[config.mk]
export PLATFORM = sky130hd
export DESIGN_NAME = mem_io_ctrl
export DESIGN_NICKNAME = d
export VERILOG_FILES = /design/src/rtl/mem_io_pkg.sv /design/src/rtl/io_sync.sv /design/src/rtl/mem_io_ctrl.sv
export SDC_FILE = /design/constraint.sdc
export NUM_CORES = 1
export LEC_CHECK = 0
export BUFFER_PORTS_ARGS = -buffer_cell sky130_fd_sc_hd__buf_2
export CORE_MARGIN = 10
export CORE_UTILIZATION = 50
export CTS_CLUSTER_DIAMETER = 120
export CTS_CLUSTER_SIZE = 10
export DETAILED_ROUTE_END_ITERATION = 7
export PLACE_DENSITY = 0.89
export SKIP_LAST_GASP = 1
export SLEW_MARGIN = 20
export SYNTH_ARGS = -nofsm -noshare
export SYNTH_HDL_FRONTEND = slang
export SYNTH_SLANG_ARGS = --single-unit
[constraint.sdc]
create_clock -name Clk -period 6.25 [get_ports Clk]
set_input_delay 0.625 -clock Clk [delete_from_list [all_inputs] [get_ports Clk]]
set_output_delay 0.625 -clock Clk [all_outputs]
set_load 0.05 [all_outputs]
[src/rtl/mem_io_pkg.sv]
// rtl/mem_io_pkg.sv - shared state encoding and defaults for the SRAM / memory-mapped I/O controller
package mem_io_pkg;

   typedef enum logic [1:0] {
      IDLE   = 2'd0,
      ACCESS = 2'd1,
      DONE   = 2'd2
   } mem_state_t;

   localparam logic [15:0] DEFAULT_IO_ADDR = 16'hFFFF;

endpackage

[src/rtl/io_sync.sv]
// rtl/io_sync.sv - parametrised-width two-flop synchronizer with asynchronous clear
module io_sync #(
   parameter int W = 1
) (
   input  logic         Clk,
   input  logic         Reset,
   input  logic [W-1:0] d,
   output logic [W-1:0] q
);

   logic [W-1:0] meta;

   always_ff @(posedge Clk or posedge Reset) begin
      if (Reset) begin
         meta <= '0;
         q    <= '0;
      end else begin
         meta <= d;
         q    <= meta;
      end
   end

endmodule

[src/rtl/mem_io_ctrl.sv]
// rtl/mem_io_ctrl.sv - single-word SRAM controller with wait states and one memory-mapped I/O address
module mem_io_ctrl
   import mem_io_pkg::*;
#(
   parameter int                ADDR_W      = 16,
   parameter int                DATA_W      = 16,
   parameter int                WAIT_STATES = 2,
   parameter logic [ADDR_W-1:0] IO_ADDR     = ADDR_W'(DEFAULT_IO_ADDR),
   parameter int                SW_W        = 10,
   parameter int                NUM_HEX     = 4
) (
   input  logic                 Clk,
   input  logic                 Reset,
   input  logic                 req,
   input  logic                 we_req,
   input  logic [ADDR_W-1:0]    addr,
   input  logic [DATA_W-1:0]    wdata,
   output logic [DATA_W-1:0]    rdata,
   output logic                 done,
   output logic                 busy,
   output logic [ADDR_W-1:0]    sram_addr,
   output logic [DATA_W-1:0]    sram_wdata,
   input  logic [DATA_W-1:0]    sram_rdata,
   output logic                 sram_oe_n,
   output logic                 sram_we_n,
   input  logic [SW_W-1:0]      sw,
   output logic [NUM_HEX*4-1:0] hex_out
);

   localparam int HEX_W = NUM_HEX * 4;
   localparam int CNT_W = (WAIT_STATES > 0) ? $clog2(WAIT_STATES + 1) : 1;

   mem_state_t       state;
   logic [CNT_W-1:0] cnt;
   logic [SW_W-1:0]  sw_sync;

   io_sync #(.W(SW_W)) u_sw_sync (
      .Clk   (Clk),
      .Reset (Reset),
      .d     (sw),
      .q     (sw_sync)
   );

   assign done = (state == DONE);
   assign busy = (state != IDLE);

   // Strobes only change on the accept and final ACCESS edges, so address/data are
   // already stable when a strobe falls and stay put until after it rises.
   always_ff @(posedge Clk or posedge Reset) begin
      if (Reset) begin
         state      <= IDLE;
         cnt        <= '0;
         sram_oe_n  <= 1'b1;
         sram_we_n  <= 1'b1;
         sram_addr  <= '0;
         sram_wdata <= '0;
         rdata      <= '0;
         hex_out    <= '0;
      end else begin
         case (state)
            IDLE: begin
               if (req) begin
                  if (addr == IO_ADDR) begin
                     if (we_req) hex_out <= wdata[HEX_W-1:0];
                     else        rdata   <= DATA_W'(sw_sync);
                     state <= DONE;
                  end else begin
                     sram_addr  <= addr;
                     sram_wdata <= wdata;
                     cnt        <= CNT_W'(WAIT_STATES);
                     sram_we_n  <= ~we_req;
                     sram_oe_n  <= we_req;
                     state      <= ACCESS;
                  end
               end
            end
            ACCESS: begin
               if (cnt != '0) begin
                  cnt <= cnt - 1'b1;
               end else begin
                  // An asserted output enable identifies the access as a read.
                  if (!sram_oe_n) rdata <= sram_rdata;
                  sram_oe_n <= 1'b1;
                  sram_we_n <= 1'b1;
                  state     <= DONE;
               end
            end
            DONE:    state <= IDLE;
            default: state <= IDLE;
         endcase
      end
   end

endmodule

==> results.md <==
- Status: finished, final reports clean
- P_int: 1.36 mW
- Via count: 2170
- GRT overflow: 0
- Switching Fraction: 0.463
- Top-count cell post-synth: dfrtp_1
- Cell Area, Synth: 0.00347 mm²
- Post-synth top cells: dfrtp_1 (88), mux2_2 (58), mux2_4 (10), a22o_1 (6), nor2_1 (6)
- TritonCTS buffer count: 9
- Post-synth EDFFs: 0
- Leakage: 2.25 nW
- Setup Fix Bufs, Post-CTS: 0
- Crit path from: state[0]$_DFFE_PP0P_
- Comb power frac: 0.480
- Relative slew slack: 0.336
- Die footprint: 0.0107 mm²
- Critical Path RT: 6480 ps
- Sw Pwr: 1.17 mW
- Setup Skew: 14.0 ps
- Clock root cell: clkbuf_8
- Crit Path Max Fanout: 20
- IO Count: 130
- Pins Over Slew Limit: 0
- Initial core utilization: 0.514
- # Max-Cap Violations: 0
- Synth warn: 0
- Post-synthesis net count: 278
- DR WL met3: 538 µm
- Initial antenna violation count: 0
- Post-layout util: 0.649
- FF/Latch Area: 0.00225 mm²
- Setup Viol. Count Final: 0
- Highest routed layer: met4
- Clock sink total: 90
- Period utilisation layout: 0.413
- Synth cell types: 32
- FF-to-FF path depth: 5
- Worst ir drop on vdd: 0.000360 V
- Clk Latency, worst-skew pair: 350 ps
- Top-area cell type share of the netlist area: 0.635
- Area after DPL: 0.00416 mm²
- Flops & latches, synth: 90
- Fraction of layout cells with a size suffix above 1: 0.635
- R2R Path End: sram_addr[8]$_DFFE_PP0P_
- FMAX: 387 MHz
- Worst setup margin: 3670 ps
- Clock Path Buffers: 2
- Tmin final: 2580 ps
- Final TNS setup: 0 ps
- Vias in the first global route: 2439
- # DRC: 0
- Setup crit start kind: register
- Gr usage total: 0.149
- Final #Nets: 411
- PostCTS Resize Cnt: 0
- Asr flop ratio synth: 1.00
- Detail Route met2 WL: 3940 µm
- DRT antenna net count: 0
- Via density: 5.01
- CTS tree: built
- Reg power frac: 0.346
- Die H: 103 µm
- Final WL: 7810 µm
- Largest net degree at the start of global routing: 91
- Hold Vio Cnt, Final: 0
- Initial DRC count: 46
- Placer Congestion: 0.732
- Die width: 103 µm
- Core region area: 0.00676 mm²
- Port bufs: 129
- Register area share after synthesis: 0.650
- Worst Setup Path Type: reg2reg
- Multi-input logic area: 0.00113 mm²
- Critical Path AT: 2810 ps
- Mean routed wirelength per cell: 18.0 µm
- Wl on met1: 3230 µm
- Placement Setup Slack: 3630 ps
- RSZ-0062 raised after global routing: no
- Post-DP HPWL: 5860 µm
- # diodes: 0
- Clock power frac: 0.174
- Dominant cells by area after synthesis: dfrtp_1 (63%), mux2_2 (19%), mux2_4 (4.3%)
- H-Tree Depth: 3
- Gate Count Post-Synth: 215
- Slew @ Worst Pin: 994 ps
- Pwr dens: 576 mW/mm²
- Synthesis-to-finish area growth: 26.4%
- Cell area after layout: 0.00439 mm²
- Crit path to: sram_addr[8]$_DFFE_PP0P_
- Post-CTS Hold Buffers: 0
- Worst setup EP type: register
- Syn avg cell area: 16.1 µm²
- Main flop type after synthesis: dfrtp_1
- Clk slew on worst S/H paths: 100 ps
- First-pass GRT wire length: 12300 µm
- R2r startpoint: state[0]$_DFFE_PP0P_
- Drt pass-1 iters: 4
- Fillers: 527
- Tightest Hold Check Type: reg2reg
- Hold Slack: 356 ps
- Area leader, netlist: dfrtp_1
- # rows: 30
- R2r setup slk: 3670 ps
-- how the worst min path moves through the flow --
stage                                     start  slack (ps)                     endpoint  cells after the start
floorplan           u_sw_sync.meta[0]$_DFF_PP0_         330     u_sw_sync.q[0]$_DFF_PP0_                      0
global placement    u_sw_sync.meta[9]$_DFF_PP0_         330     u_sw_sync.q[9]$_DFF_PP0_                      0
detailed placement  u_sw_sync.meta[3]$_DFF_PP0_         330     u_sw_sync.q[3]$_DFF_PP0_                      0
CTS                                       sw[1]         350  u_sw_sync.meta[1]$_DFF_PP0_                      1
global route                              sw[1]         340  u_sw_sync.meta[1]$_DFF_PP0_                      1
finish              u_sw_sync.meta[3]$_DFF_PP0_         360     u_sw_sync.q[3]$_DFF_PP0_                      0
-- placed cells by master, fill, tap and decap left out, drive strengths merged, types with 2 or more instances in the layout --
master | Yosys | routed
dfstp | 2 | 2
bufinv | 0 | 2
nor2 | 7 | 7
a22o | 6 | 6
buf | 6 | 131
nor2b | 3 | 3
nand3b | 2 | 2
dfrtp | 88 | 88
o21ai | 2 | 2
nand4 | 5 | 5
mux2 | 68 | 68
clkbuf | 3 | 9
clkinv | 0 | 2
inv | 4 | 6
a21oi | 5 | 5
-- worst max-delay path, stage by stage, from the launching register on --
cell and delay (ps):
dfrtp_1 530, nor2_1 420, nand2_1 170, nor2_2 570, buf_4 390, mux2_2 370
-- area by class of cell --
| cell class | instances | share of cell area |
|---|---|---|
| Sequential cell | 90 | 0.514 |
| Multi-Input combinational cell | 112 | 0.257 |
| Clock inverter | 7 | 0.0225 |
| Timing Repair Buffer | 131 | 0.151 |
| Inverter | 4 | 0.00371 |
| Tap cell | 80 | 0.0228 |
| Clock buffer | 9 | 0.0282 |
-- metrics by stage --
step,power [mW],cells
finish,2.53,433
global route,2.66,433
CTS,2.56,433
detailed placement,2.11,417
global placement,2.08,417
floorplan,1.83,215
-- routing by layer --
layer,vias up,track usage
met2,79,0.247
met4,0,0.0620
met5,-,0
li1,1030,-
met3,10,0.0505
met1,1051,0.172
-- cell families after synthesis --
kind of cell               count (synthesis)  share of synthesized area
buffers and inverters                     13                     0.0249
DFF                                       90                      0.650
AOI/OAI and AO/OA                         17                     0.0368
adders and majority gates                  1                    0.00361
and+or+nand+nor                           25                     0.0505
muxes                                     69                      0.234
-- state kept, by name, summed over array words and instances, names as in the netlist --
register and flops:
hex_out 16, cnt 2, sram_wdata 16, rdata 16, sram_oe_n 1, u_sw_sync.meta 10
sram_addr 16, sram_we_n 1, u_sw_sync.q 10, state 2
-- power by group through the flow --
stage / combinational, mW / clock (mW) / sequential, mW
4_1_cts: 1.23 / 0.450 / 0.877
3_3_place_gp: 1.21 / 0 / 0.871
3_5_place_dp: 1.23 / 0 / 0.885
6_report: 1.21 / 0.439 / 0.874
2_1_floorplan: 0.393 / 0 / 1.44
5_1_grt: 1.28 / 0.477 / 0.901
Note: power is estimated with default switching activity, not from simulation.
